<file path="src/rtl/sram_1p_access_ctrl.sv">
// Access controller for a single-port, segment-masked SRAM macro: zero-fill after reset,
// round-robin write/read arbitration, and a backpressured response register for read data.
module sram_1p_access_ctrl #(
    parameter int DEPTH         = 256,
    parameter int ADDR_W        = 8,
    parameter int DATA_W        = 192,
    parameter int SEGS          = 8,
    parameter int INIT_ON_RESET = 1
) (
    input  logic              clock,
    input  logic              reset_n,
    input  logic              w_valid,
    output logic              w_ready,
    input  logic [ADDR_W-1:0] w_addr,
    input  logic [SEGS-1:0]   w_mask,
    input  logic [DATA_W-1:0] w_data,
    input  logic              r_valid,
    output logic              r_ready,
    input  logic [ADDR_W-1:0] r_addr,
    output logic              resp_valid,
    input  logic              resp_ready,
    output logic [DATA_W-1:0] resp_data,
    output logic              init_done,
    output logic              sram_en,
    output logic              sram_wmode,
    output logic [ADDR_W-1:0] sram_addr,
    output logic [SEGS-1:0]   sram_wmask,
    output logic [DATA_W-1:0] sram_wdata,
    input  logic [DATA_W-1:0] sram_rdata
);

    typedef enum logic {ST_INIT, ST_IDLE} state_t;

    localparam state_t RESET_STATE = (INIT_ON_RESET != 0) ? ST_INIT : ST_IDLE;

    state_t            state_q, state_d;
    logic [ADDR_W-1:0] cnt_q, cnt_d;
    logic              rd_pend_q, rd_pend_d;
    logic              last_wr_q, last_wr_d;   // 1 = last grant was a write
    logic              resp_valid_q, resp_valid_d;
    logic [DATA_W-1:0] resp_data_q, resp_data_d;
    logic              rd_ok, grant_wr, grant_rd;

    always_ff @(posedge clock or negedge reset_n) begin
        if (!reset_n) begin
            state_q      <= RESET_STATE;
            cnt_q        <= '0;
            rd_pend_q    <= 1'b0;
            last_wr_q    <= 1'b0;
            resp_valid_q <= 1'b0;
            resp_data_q  <= '0;
        end else begin
            state_q      <= state_d;
            cnt_q        <= cnt_d;
            rd_pend_q    <= rd_pend_d;
            last_wr_q    <= last_wr_d;
            resp_valid_q <= resp_valid_d;
            resp_data_q  <= resp_data_d;
        end
    end

    always_comb begin
        state_d      = state_q;
        cnt_d        = cnt_q;
        rd_pend_d    = 1'b0;
        last_wr_d    = last_wr_q;
        resp_valid_d = resp_valid_q;
        resp_data_d  = resp_data_q;
        grant_wr     = 1'b0;
        grant_rd     = 1'b0;
        sram_en      = 1'b0;
        sram_wmode   = 1'b0;
        sram_addr    = '0;
        sram_wmask   = '0;
        sram_wdata   = '0;
        // A read may issue only if its data will have somewhere to land.
        rd_ok        = !rd_pend_q && (!resp_valid_q || resp_ready);

        case (state_q)
            ST_INIT: begin
                sram_en    = 1'b1;
                sram_wmode = 1'b1;
                sram_wmask = '1;
                sram_addr  = cnt_q;
                cnt_d      = cnt_q + 1'b1;
                if (cnt_q == ADDR_W'(DEPTH - 1)) begin
                    state_d = ST_IDLE;
                    cnt_d   = '0;
                end
            end
            default: begin
                if (w_valid && r_valid && rd_ok) begin
                    grant_rd = last_wr_q;
                    grant_wr = !last_wr_q;
                end else if (w_valid) begin
                    grant_wr = 1'b1;
                end else if (r_valid && rd_ok) begin
                    grant_rd = 1'b1;
                end
            end
        endcase

        if (grant_wr) begin
            sram_en    = 1'b1;
            sram_wmode = 1'b1;
            sram_addr  = w_addr;
            sram_wmask = w_mask;
            sram_wdata = w_data;
            last_wr_d  = 1'b1;
        end else if (grant_rd) begin
            sram_en    = 1'b1;
            sram_addr  = r_addr;
            rd_pend_d  = 1'b1;
            last_wr_d  = 1'b0;
        end

        if (resp_valid_q && resp_ready) begin
            resp_valid_d = 1'b0;
        end
        // Macro data is valid the cycle after the read enable; capture it then.
        if (rd_pend_q) begin
            resp_valid_d = 1'b1;
            resp_data_d  = sram_rdata;
        end
    end

    assign w_ready    = grant_wr;
    assign r_ready    = grant_rd;
    assign resp_valid = resp_valid_q;
    assign resp_data  = resp_data_q;
    assign init_done  = (state_q == ST_IDLE);

endmodule

</file>
<file path="config.mk">
export PLATFORM = sky130hd
export DESIGN_NAME = sram_1p_access_ctrl
export DESIGN_NICKNAME = d
export VERILOG_FILES = /design/src/rtl/sram_1p_access_ctrl.sv
export SDC_FILE = /design/constraint.sdc
export NUM_CORES = 1
export LEC_CHECK = 0
export BUFFER_PORTS_ARGS = -buffer_cell sky130_fd_sc_hd__buf_4
export CORE_AREA = 2 2 321 323
export CTS_CLUSTER_DIAMETER = 200
export CTS_CLUSTER_SIZE = 10
export DETAILED_ROUTE_END_ITERATION = 8
export DIE_AREA = 0 0 323 325
export PLACE_DENSITY = 0.39
export SYNTH_ARGS = -nofsm -noshare
export SYNTH_HDL_FRONTEND = slang
export SYNTH_SLANG_ARGS = --single-unit
</file>
<file path="constraint.sdc">
create_clock -name clock -period 1.7 [get_ports clock]
set_clock_uncertainty 0.1 [all_clocks]
set_input_delay 0.085 -clock clock [delete_from_list [all_inputs] [get_ports clock]]
set_output_delay 0.085 -clock clock [all_outputs]
set_load 0.02 [all_outputs]
</file>
# After elaboration in Yosys (flattened, before gate mapping)
# Index checks and enable logic that the tools add are counted.
# W data, S select, Z words.
[word_totals]
regBits = 204
word_cells = 45
inputBits = 413
out_inout_bits = 406
[op_classes]
add_sub_neg = 1
eq_ne = 1
n_reduce_logical = 11
n_mux = 26
[ops]
columns = ["operator", "count"]
rows = [
  ["$mux W192", 1],
  ["$mux W8", 6],
  ["$mux W1", 19],
  ["$add A8 B1 Y8 const B", 1],
  ["$eq A8 B8 Y1 const B", 1],
  ["$logic_and A1 B1 Y1", 5],
  ["$reduce_bool A2 Y1", 2],
  ["$logic_not A1 Y1", 3],
  ["$logic_or A1 B1 Y1", 1],
]

# Logic depth before layout (Yosys ltp)
[depth]
depth_word = 10
depth_mapped = 6
mapped_depth_nobuf = 4

# Worst setup path before layout
# Ideal clock, no wire load.
[synth_timing]
kind = "register to output"
from = "register resp_valid_q, in the netlist resp_valid"
to = "output sram_addr[0]"
path_stages_with_launch = 6
required_time_ns = 1.515
path_slack_ns = 0.023
path_buffers = 1
t_arrival_ns = 1.492
path_cell_list = "dfrtp_1 nand2b_1 a41oi_2 and2_1 buf_2 a221o_1"
[synth_between]
elab_cells_between_ends = 13
cone_classes = "mux: 8; reduce/logical: 5"
[synth_rtl]
columns = ["item", "line_no", "rtl"]
rows = [
  ["start, declared", "40", "logic resp_valid_q, resp_valid_d;"],
  ["start signal, assigned", "57", "resp_valid_q <= resp_valid_d;"],
  ["$logic_not A1 Y1", "77", "rd_ok = !rd_pend_q && (!resp_valid_q || resp_ready);"],
  ["$logic_or A1 B1 Y1", "77", ""],
  ["$logic_and A1 B1 Y1", "77", ""],
  ["$logic_and A1 B1 Y1", "92", "if (w_valid && r_valid && rd_ok) begin"],
  ["$mux W1", "92", ""],
  ["$mux W1", "79", "case (state_q)"],
  ["named net w_ready", "13", "output logic w_ready,"],
  ["$mux W8", "103", "if (grant_wr) begin"],
  ["end, declared", "26", "output logic [ADDR_W-1:0] sram_addr,"],
]
# The timed path passes the listed nets, and every way through them passes these cells.

# Final worst setup path
[layout_timing]
from = "register resp_valid_q, in the netlist resp_valid"
to = "output sram_wdata[127]"
[layout_between]
elab_chain_cells = 7
[layout_rtl]
columns = ["item", "line_no", "rtl"]
rows = [
  ["$logic_not A1 Y1", "77", ""],
  ["$logic_or A1 B1 Y1", "77", ""],
  ["$logic_and A1 B1 Y1", "77", ""],
  ["$logic_and A1 B1 Y1", "92", ""],
  ["$mux W1", "92", ""],
  ["$mux W1", "79", ""],
  ["$mux W192", "103", ""],
  ["end, declared", "28", "output logic [DATA_W-1:0] sram_wdata,"],
]
# Every way passes these cells.

==> results_dict.tcl <==
set metrics [dict create \
    ys.flop_type "dfrtp_1" \
    initial_core_util 0.0913 \
    grt_pass1_vias 11440 \
    synth_edf_count 0 \
    io_buffers 818 \
    synth_area_leaders "dfrtp_1 55%, mux2_2 24%, and3_1 13%" \
    dp_cells 2891 \
    netlist_area_um2 9250 \
    critPathKind "reg2out" \
    final_hold_viol_count 0 \
    slew_headroom 0.637 \
    postRouteAntennaNets 0 \
    power.density_nw_per_um2 522 \
    clk_pin_slew_ns 0.08 \
    worstPathCellList "nand2b_1 > a41oi_4 > buf_12 > buf_12 > clkbuf_16 > and3_1 > buf_6" \
    die_h_um 325 \
    synth_top_area_share 0.552 \
    worst_pin_slew_ns 0.545 \
    synth_cell_types 31 \
    yosysTopAreaCell "dfrtp_1" \
    cts_tree "done" \
    nets 2184 \
    routed_wl_um 79700 \
    fin_crit_sh 1.39 \
    cp_slowest_stage_delay_ns 0.36 \
    grt_max_degree 85 \
    syn_nets 1145 \
    max_freq_mhz 424 \
    grt_pass1_wl_um 102000 \
    critPathSlowestCell "dfrtp_1" \
    drv_cap 0 \
    first_pass_iters 5 \
    end_kind "output port" \
    via_per_inst 3.43 \
    hp-class "in2reg" \
    max-vdd-ir-drop_v 0.000340 \
    violations "setup timing" \
    cp_common_cell "buf_12" \
    synth_common_cells "204 x dfrtp_1, 193 x mux2_2, 192 x and3_1" \
    power_w 0.0112 \
    crit_required_ns 1.51 \
    synth-seq-cells 204 \
    cts_made_buffers 24 \
    start_kind "register" \
    layout_setup_ws_ns -0.661 \
    stdcell_count 3156 \
    cts.sinks 204 \
    setup_viol 339 \
    vias 10814 \
    clkLatencyLatePin_ns 0.57 \
    core_um2 101000 \
    rows 117 \
    dieArea_um2 105000 \
    grt_usage 0.141 \
    die_w_um 323 \
    critPathMaxFanout 13 \
    layout.area.seq_um2 5110 \
    wl_per_cell_um 25.2 \
    io_pins 819 \
    multi_input_area_um2 4330 \
    final_layout_size_suffix_gt1_frac 0.683 \
    drc 0 \
    critPathArrivalTime_ns 2.18 \
    yosysMostFrequentCell "dfrtp_1" \
    finalMaxSlewViolations 0 \
    clock_path_buffers 3 \
    fin_crit_ns 2.36 \
    fin_util 0.212 \
    p_leak_nw 11.0 \
    antenna_found_initial 53 \
    gp_congestion 0.963 \
    rsz0062_at_grt "true" \
    synth.avg_cell_area_um2 12.7 \
    cts_max_level 1 \
    dp_hpwl_um 64700 \
    grt.overflow.total 0 \
    outcome "complete, but fails checks" \
    synthArstFlopShare 1.00 \
    pre_cts_slack_ns -0.199 \
    cts_root_buf "clkbuf_16" \
    seq_area_frac_synth 0.552 \
    syn2layout_area_growth_pct 133 \
    drtIter0Drc 406 \
    yosysWarnings 0 \
    nFillCells 11089 \
    synth_cells 731 \
]
stage by stage:
stage	setup TNS [ns]	area (µm²)	hold slack (ns)
6_report	-132.02	21500	0.0751
5_1_grt	-167.85	21500	0.0536
4_1_cts	-136.86	20400	0.0264
3_5_place_dp	-5.82	17300	-0.00383
3_3_place_gp	-3.25	17300	-0.0112
2_1_floorplan	0	9250	-0.311
sequential cells by signal, summed over array words and instances (netlist names):
| name | count |
|---|---|
| resp_valid | 1 |
| resp_data | 192 |
| last_wr_q | 1 |
| rd_pend_q | 1 |
| cnt_q | 8 |
| init_done | 1 |
cell type report:
class	count	share of cell area
Antenna cell	16	0.00186
Clock buffer	26	0.0283
Clock inverter	2	0.00116
Inverter	4	0.000815
Multi-Input combinational cell	455	0.201
Sequential cell	204	0.238
Tap cell	1368	0.0796
Timing Repair Buffer	1081	0.449
worst paths after layout:
path,cells after the start,slack [ns],startpoint,to
worst min-delay path,4,0.08,w_valid,rd_pend_q
worst max register to register,4,-0.12,rd_pend_q,resp_data[160]
worst max-delay path,7,-0.66,resp_valid,sram_wdata[127]
worst min register to register,1,0.41,resp_data[175],resp_data[175]
max in group asynchronous,4,0.28,reset_n,resp_data[118]
min in group asynchronous,3,0.54,reset_n,resp_data[26]
cell usage in the layout (no fill, tap or decap), types with 2 or more instances in the layout:
cell type / Yosys / routed
diode_2: 0 / 16
nand2_1: 24 / 18
inv_1: 3 / 3
buf_8: 0 / 6
mux2_2: 193 / 193
and3_1: 192 / 100
buf_4: 1 / 695
nand3_1: 4 / 4
buf_16: 0 / 5
dfrtp_4: 0 / 2
buf_12: 0 / 13
a31oi_1: 2 / 2
clkbuf_16: 0 / 33
and3_4: 0 / 92
buf_6: 0 / 157
nand2_4: 0 / 3
dlygate4sd3_1: 0 / 196
nand2b_1: 3 / 2
xnor2_1: 2 / 2
o2111a_1: 2 / 2
a221o_1: 8 / 8
and2_4: 0 / 2
nand2_2: 0 / 3
clkbuf_1: 23 / 2
nor2b_1: 8 / 8
o21ai_0: 2 / 2
dfrtp_1: 204 / 202
logic make-up (layout without fill, tap and decap cells):
logic type      count (synthesis)  after routing  share of synthesized area
buf+inv                        73           1113                     0.0361
compound gates                 20             20                     0.0193
other cells                     0             16                          0
fa+ha+maj                       1              1                    0.00135
mux                           193            193                      0.235
simple gates                  237            238                      0.153
xor+xnor                        3              3                    0.00284
flops                         204            204                      0.552
critical path, delay by kind of cell (launching register included):
family                 cells  cell delay, ns
AND/OR/NAND/NOR            2            0.31
AO/OA/AOI/OAI              1            0.29
flip-flops                 1            0.36
buffers and inverters      4            0.62
report_power, final:
| group | total [W] | switching, W | leakage (nW) | internal [W] |
|---|---|---|---|---|
| clock network | 0.00465 | 0.00214 | 0.309 | 0.00251 |
| logic | 0.00172 | 0.000664 | 7.82 | 0.00106 |
| registers | 0.00486 | 0.0000000000000000000618 | 2.83 | 0.00486 |
layer usage:
| metal | GRT usage | share of wire | up-vias |
|---|---|---|---|
| met4 | 0.0528 | 0.054 | 2 |
| met1 | 0.142 | 0.34 | 5370 |
| met2 | 0.276 | 0.53 | 578 |
| li1 | - | - | 4708 |
| met5 | 0 | 0.00013 | - |
| met3 | 0.0334 | 0.074 | 156 |
timing repair:
action                                 4_1_cts  5_1_grt
hold buffers                               196        0
pin swaps                                    1       50
gates resized for setup                    108      179
setup endpoints to repair                  289      388
buffers inserted                             2        9
gates cloned                                 3       14
endpoints found under the hold margin      399        0
Power figures use the tool's default switching activity.
